### config.mk
export PLATFORM = sky130hd
export DESIGN_NAME = dmem_arbiter_flat
export DESIGN_NICKNAME = d
export VERILOG_FILES = /design/src/rtl/dmem_arbiter_if.sv /design/src/rtl/dmem_arbiter.sv /design/src/flat_wrapper.sv
export SDC_FILE = /design/constraint.sdc
export NUM_CORES = 1
export LEC_CHECK = 0
export CAP_MARGIN = 0
export CELL_PAD_IN_SITES_DETAIL_PLACEMENT = 1
export CELL_PAD_IN_SITES_GLOBAL_PLACEMENT = 2
export CORE_ASPECT_RATIO = 1.25
export CORE_MARGIN = 4
export CORE_UTILIZATION = 23
export DETAILED_ROUTE_END_ITERATION = 10
export HOLD_SLACK_MARGIN = 0.1
export PLACE_DENSITY = 0.77
export REMOVE_ABC_BUFFERS = 1
export SETUP_SLACK_MARGIN = 0.3
export SLEW_MARGIN = 20
export SYNTH_ARGS = -nofsm -noshare
export SYNTH_HDL_FRONTEND = slang
export SYNTH_SLANG_ARGS = --single-unit
### constraint.sdc
create_clock -name clk -period 5.1 [get_ports clk]
set_clock_uncertainty 0.15 [all_clocks]
set_input_delay 0.51 -clock clk [delete_from_list [all_inputs] [get_ports clk]]
set_output_delay 0.51 -clock clk [all_outputs]
set_load 0.01 [all_outputs]
### src/rtl/dmem_arbiter_if.sv
// Word-request channel between one requester (core or debug loader) and dmem_arbiter.
// The requester holds req and its payload stable until it sees ack.
interface dmem_arbiter_if;
    logic        req;
    logic        we;
    logic [31:0] addr;
    logic [31:0] wdata;
    logic        ack;
    logic        err;
    logic [31:0] rdata;

    modport master (output req, we, addr, wdata, input ack, err, rdata);
    modport slave  (input req, we, addr, wdata, output ack, err, rdata);
endinterface

### src/rtl/dmem_arbiter.sv
// Two-port arbiter/sequencer for the data memory: IDLE -> ACCESS -> ACK, one access per 3 clocks.
// Out-of-range word addresses are flagged at grant time and never reach the memory.
module dmem_arbiter #(
    parameter int DEPTH    = 64,
    parameter int PRIORITY = 0
) (
    input  logic          clk,
    input  logic          reset,
    dmem_arbiter_if.slave a,
    dmem_arbiter_if.slave b,
    output logic          mem_we,
    output logic          mem_re,
    output logic [31:0]   mem_addr,
    output logic [31:0]   mem_wdata,
    input  logic [31:0]   mem_rdata,
    output logic          busy
);
    typedef enum logic [1:0] {
        IDLE   = 2'd0,
        ACCESS = 2'd1,
        ACK    = 2'd2
    } state_t;

    state_t state_reg, state_next;

    logic [1:0]        req;
    logic [1:0]        ack;
    logic [1:0]        err;
    logic [1:0][31:0]  rdata;

    logic              start;
    logic              gnt_next;
    logic              sel_we;
    logic [31:0]       sel_addr;
    logic [31:0]       sel_wdata;

    logic              gnt_reg;
    logic              last_gnt_reg;
    logic              we_reg;
    logic              err_reg;
    logic [31:0]       addr_reg;
    logic [31:0]       wdata_reg;

    assign req   = {b.req, a.req};
    assign start = (state_reg == IDLE) && (req != 2'b00);

    // Winner index: 0 = A, 1 = B. A tie goes to A under fixed priority,
    // otherwise to the port that was not granted last.
    always_comb begin
        gnt_next = 1'b0;
        if (req == 2'b10) begin
            gnt_next = 1'b1;
        end else if (req == 2'b11) begin
            gnt_next = (PRIORITY != 0) ? 1'b0 : ~last_gnt_reg;
        end
    end

    assign sel_we    = gnt_next ? b.we    : a.we;
    assign sel_addr  = gnt_next ? b.addr  : a.addr;
    assign sel_wdata = gnt_next ? b.wdata : a.wdata;

    always_ff @(posedge clk or posedge reset) begin
        if (reset) begin
            state_reg <= IDLE;
        end else begin
            state_reg <= state_next;
        end
    end

    always_comb begin
        state_next = state_reg;
        case (state_reg)
            IDLE:    if (req != 2'b00) state_next = ACCESS;
            ACCESS:  state_next = ACK;
            ACK:     state_next = IDLE;
            default: state_next = IDLE;
        endcase
    end

    // last_gnt resets to B so that A takes the very first tie.
    always_ff @(posedge clk or posedge reset) begin
        if (reset) begin
            gnt_reg      <= 1'b0;
            last_gnt_reg <= 1'b1;
            we_reg       <= 1'b0;
            err_reg      <= 1'b0;
            addr_reg     <= '0;
            wdata_reg    <= '0;
        end else if (start) begin
            gnt_reg      <= gnt_next;
            last_gnt_reg <= gnt_next;
            we_reg       <= sel_we;
            err_reg      <= (sel_addr >= 32'(DEPTH));
            addr_reg     <= sel_addr;
            wdata_reg    <= sel_wdata;
        end
    end

    always_comb begin
        mem_we    = 1'b0;
        mem_re    = 1'b0;
        mem_addr  = '0;
        mem_wdata = '0;
        ack       = 2'b00;
        err       = 2'b00;
        busy      = (state_reg != IDLE);
        if (state_reg == ACCESS) begin
            mem_we    = we_reg & ~err_reg;
            mem_re    = ~we_reg & ~err_reg;
            mem_addr  = addr_reg;
            mem_wdata = wdata_reg;
        end
        if (state_reg == ACK) begin
            ack[gnt_reg] = 1'b1;
            err[gnt_reg] = err_reg;
        end
    end

    // Each port keeps its last read data until its own next completion.
    genvar gi;
    generate
        for (gi = 0; gi < 2; gi++) begin : g_port
            logic [31:0] rdata_reg;
            always_ff @(posedge clk or posedge reset) begin
                if (reset) begin
                    rdata_reg <= '0;
                end else if ((state_reg == ACCESS) && (gnt_reg == 1'(gi))) begin
                    rdata_reg <= mem_re ? mem_rdata : '0;
                end
            end
            assign rdata[gi] = rdata_reg;
        end
    endgenerate

    assign a.ack   = ack[0];
    assign a.err   = err[0];
    assign a.rdata = rdata[0];
    assign b.ack   = ack[1];
    assign b.err   = err[1];
    assign b.rdata = rdata[1];
endmodule
### src/flat_wrapper.sv
// flat-port wrapper written by rule: the top's interface ports become plain ports
module dmem_arbiter_flat 
#(
    parameter int DEPTH    = 64,
    parameter int PRIORITY = 0
)
  (clk, reset, mem_we, mem_re, mem_addr, mem_wdata, mem_rdata, busy, a_req, a_we, a_addr, a_wdata, a_ack, a_err, a_rdata, b_req, b_we, b_addr, b_wdata, b_ack, b_err, b_rdata);
  dmem_arbiter_if a_i ();
  dmem_arbiter_if b_i ();
  input  logic clk;
  input  logic reset;
  output logic mem_we;
  output logic mem_re;
  output logic [31:0] mem_addr;
  output logic [31:0] mem_wdata;
  input  logic [31:0] mem_rdata;
  output logic busy;
  input wire logic [$bits(a_i.req)-1:0] a_req;
  input wire logic [$bits(a_i.we)-1:0] a_we;
  input wire logic [$bits(a_i.addr)-1:0] a_addr;
  input wire logic [$bits(a_i.wdata)-1:0] a_wdata;
  output wire logic [$bits(a_i.ack)-1:0] a_ack;
  output wire logic [$bits(a_i.err)-1:0] a_err;
  output wire logic [$bits(a_i.rdata)-1:0] a_rdata;
  input wire logic [$bits(b_i.req)-1:0] b_req;
  input wire logic [$bits(b_i.we)-1:0] b_we;
  input wire logic [$bits(b_i.addr)-1:0] b_addr;
  input wire logic [$bits(b_i.wdata)-1:0] b_wdata;
  output wire logic [$bits(b_i.ack)-1:0] b_ack;
  output wire logic [$bits(b_i.err)-1:0] b_err;
  output wire logic [$bits(b_i.rdata)-1:0] b_rdata;
  assign a_i.req = a_req;
  assign a_i.we = a_we;
  assign a_i.addr = a_addr;
  assign a_i.wdata = a_wdata;
  assign a_ack = a_i.ack;
  assign a_err = a_i.err;
  assign a_rdata = a_i.rdata;
  assign b_i.req = b_req;
  assign b_i.we = b_we;
  assign b_i.addr = b_addr;
  assign b_i.wdata = b_wdata;
  assign b_ack = b_i.ack;
  assign b_err = b_i.err;
  assign b_rdata = b_i.rdata;
  dmem_arbiter #(.DEPTH(DEPTH), .PRIORITY(PRIORITY)) u_core (.clk(clk), .reset(reset), .a(a_i), .b(b_i), .mem_we(mem_we), .mem_re(mem_re), .mem_addr(mem_addr), .mem_wdata(mem_wdata), .mem_rdata(mem_rdata), .busy(busy));
endmodule
==> results.txt <==
----------------------------------------------------
[Run status]
  Outcome ... complete, no violations

[GRT]
  Maximum number of pins on one net before global-route repair ... 97
  Via count of the first global-routing pass ... 5,916
  Global router's overall resource usage ... 0.148
  First-pass GRT wire length ... 34.3 mm
  Number of antenna violations at the first check in global routing ... 2
  Remaining global-route overflow ... 0

[Clock tree]
  # H-tree levels ... 4
  Post_cts resized ... 0
  Clock root buffer ... sky130_fd_sc_hd__clkbuf_16
  Hold buffer count at CTS ... 0
  Clock transition time at the flip-flop clock pins of the worst setup and hold paths ... 50 ps
  CTS tree ... built
  Total number of clock tree sinks ... 134
  Clock buffer depth ... 2
  TritonCTS Buffers ... 17
  Insertion delay of the later-clocked pin in the worst-skew pair ... 410 ps
  Buffer count from post-CTS setup fixing ... 0

[Cells and area]
  Final nets ... 1,088
  Final Instance Count excl. Fillers ... 1,275
  Layout cell share with drive strength beyond 1 ... 0.0535
  Count of filler cells inserted in the layout ... 2,984
  P&R area growth vs syn ... 62.4%
  Fraction of the core area covered by cells at the end of the flow ... 0.383
  Diode insertion count for antenna repair ... 0

[Synth]
  Syn Std Cell Area ... 0.00620 mm^2
  Fraction of the mapped netlist area in adder cells ... 0
  Part of the Yosys area used for sequential elements ... 0.541
  Fraction of the mapped netlist area in compound gates ... 0.113
  Synthesized-area fraction occupied by and/or/nand/nor cells ... 0.194
  Top cell type's share of synthesized area ... 0.537
  Cell types with the largest area share after synthesis ... sky130_fd_sc_hd__dfrtp_1, sky130_fd_sc_hd__mux2i_1, sky130_fd_sc_hd__nand2_1
  Number of standard cells after synthesis ... 640
  Dominant combinational cell family by area after synthesis ... simple AND/OR/NAND/NOR gates
  Fraction of synthesized cell area in xor and xnor cells ... 0
  Average footprint of a synthesized cell ... 9.69 um^2
  Number of synthesized register bits ... 134
  Count of distinct cell types in the synthesized netlist ... 32
  Yosys Warn Count ... 0
  Post-synthesis mux area share ... 0.105
  Biggest area consumer among synthesized cells ... sky130_fd_sc_hd__dfrtp_1

[Timing]
  Number of hold-slack violations in the final timing report ... 0
  Maximum clock frequency ... 314 MHz
  Least-Margin Pin Slew ... 908 ps
  Number of slew-limit violations in the final report ... 0
  Final critical-path share of the clock period ... 0.624
  Minimum period implied by the final worst setup slack ... 3180 ps
  Total Negative Setup Slacks ... 0 ps
  Max transition margin ... 0.392
  Final worst setup slack ... 1920 ps
  Final Setup Violations ... 0
  Setup repair after global routing missed its margin ... false

[Place]
  Placed Instances ... 1,243
  Count of port buffers added during placement ... 300
  Worst slack at placement ... 2190 ps
  Post-DP HPWL ... 16.3 mm
  GP Congestion ... 0.773

[Setup path]
  First element of the critical path ... u_core.state_reg[1]
  Critical path required time ... 4440 ps
  Arr. time, crit path ... 2520 ps
  Max Fanout on Critical Path ... 37
  R2R Path Start ... u_core.state_reg[1]
  Nature of the critical path endpoint ... output port
  Endpoint of the worst setup timing path ... mem_wdata[25]
  Critical Path Source Type ... flop
  Worst r2r path cells ... 6
  WS Path Type ... reg2out
  R2R setup slack ... 2720 ps
  Worst reg2reg path endpoint ... u_core.b.rdata[31]

[Routing]
  Final wirelength ... 21.7 mm
  DRC viols ... 0
  Via-per-instance ratio ... 4.30
  WL/cell ... 17.0 um
  Antenna-violating nets left ... 0
  Via Count ... 5,484
  First-pass DRT Iterations ... 4
  Number of DRC markers in iteration 0 ... 121

[Floorplan]
  Width of the die ... 155 um
  Top-level port count ... 301
  # rows ... 66
  Die area ... 0.0297 mm^2
  Starting density of the core ... 0.236
  Die Y ... 192 um
  Area inside the core boundary ... 0.0263 mm^2

[Min path]
  Path type of the worst min-delay path ... reg2reg

[Flow run]
  Max-cap violations ... 0

[Power and ir drop]
  LEAKAGE ... 4.15 nW
  Max IR drop VDD ... 0.000207 V
  Power density relative to cell area ... 530 mW/mm^2

----------------------------------------------------
-- cells by family (layout without fill, tap and decap cells) --
group	Yosys count	count (layout)
and+or+nand+nor	256	256
DFF	134	134
muxes	65	65
buffers and inverters	49	344
AOI/OAI and AO/OA	136	136
-- stage by stage --
step / area (um^2) / hold WS, ps / total power, mW
5_1_grt: 10100 / 351 / 5.79
4_1_cts: 10100 / 325 / 5.47
3_5_place_dp: 9450 / 312 / 4.15
3_3_place_gp: 9450 / 303 / 4.11
2_1_floorplan: 5930 / 292 / 2.84
6_report: 10100 / 318 / 5.34
-- cells in the mapped netlist, drive strengths merged --
master  number
nor3b        1
clkbuf      18
nand4        3
buf         27
dfstp        1
a31oi        1
nand2b       2
a21boi       1
inv          4
nor4        12
nor2b        2
a22o         1
nor2         4
and2        65
and3         1
nor3         1
o22ai        1
a21oi        1
nand2      164
dfrtp      133
nand4b       1
o21ai      131
mux2i       65
-- worst min-delay path by stage --
stage / start / to / slack [ps] / depth (start not counted)
after floorplan: u_core.addr_reg[23] / u_core.addr_reg[23] / 290 / 2
after global placement: u_core.wdata_reg[18] / u_core.wdata_reg[18] / 300 / 2
after detailed placement: u_core.wdata_reg[13] / u_core.wdata_reg[13] / 310 / 2
after CTS: u_core.wdata_reg[25] / u_core.wdata_reg[25] / 330 / 2
after global routing: u_core.wdata_reg[25] / u_core.wdata_reg[25] / 350 / 2
final: u_core.wdata_reg[25] / u_core.wdata_reg[25] / 320 / 2
-- area by class of cell --
class / instances / area, um^2 / share of cell area
Tap cell: 340 / 425 / 0.0422
Multi-Input combinational cell: 457 / 2580 / 0.256
Clock buffer: 19 / 443 / 0.0440
Timing Repair Buffer: 308 / 3080 / 0.305
Clock inverter: 13 / 170 / 0.0169
Inverter: 4 / 20.0 / 0.00199
Sequential cell: 134 / 3350 / 0.333
-- critical path, cell delays in order (launching register included) --
cell and delay, ps:
sky130_fd_sc_hd__dfrtp_1 390, sky130_fd_sc_hd__nand2b_4 170, sky130_fd_sc_hd__inv_2 330, sky130_fd_sc_hd__buf_4 450, sky130_fd_sc_hd__and2_1 190, sky130_fd_sc_hd__clkdlybuf4s50_1 570
-- report_power, final --
| group | switching, mW | internal (mW) |
|---|---|---|
| registers | 0.245 | 1.53 |
| logic | 1.16 | 1.13 |
| clock network | 0.490 | 0.789 |
| total | 1.89 | 3.45 |
-- metal layers --
| layer | wire [um] | vias to the layer above | GRT usage | part of all wire |
|---|---|---|---|---|
| li1 | - | 2711 | - | - |
| met1 | 8550 | 2556 | 0.172 | 0.39 |
| met2 | 11000 | 196 | 0.258 | 0.51 |
| met3 | 1880 | 17 | 0.0586 | 0.087 |
| met4 | 179 | 4 | 0.0299 | 0.0083 |
| met5 | 34 | - | 0 | 0.0016 |
-- cell usage in the layout (no fill, tap or decap), types with 4 or more instances in the layout --
cell,instances
sky130_fd_sc_hd__clkdlybuf4s50_1,300
sky130_fd_sc_hd__nand2_1,163
sky130_fd_sc_hd__dfrtp_1,133
sky130_fd_sc_hd__o21ai_0,86
sky130_fd_sc_hd__mux2i_1,65
sky130_fd_sc_hd__and2_1,65
sky130_fd_sc_hd__o21ai_1,43
sky130_fd_sc_hd__clkbuf_16,17
sky130_fd_sc_hd__nor4_1,12
sky130_fd_sc_hd__buf_4,7
sky130_fd_sc_hd__inv_6,4
Note: power is estimated with default switching activity, not from simulation.
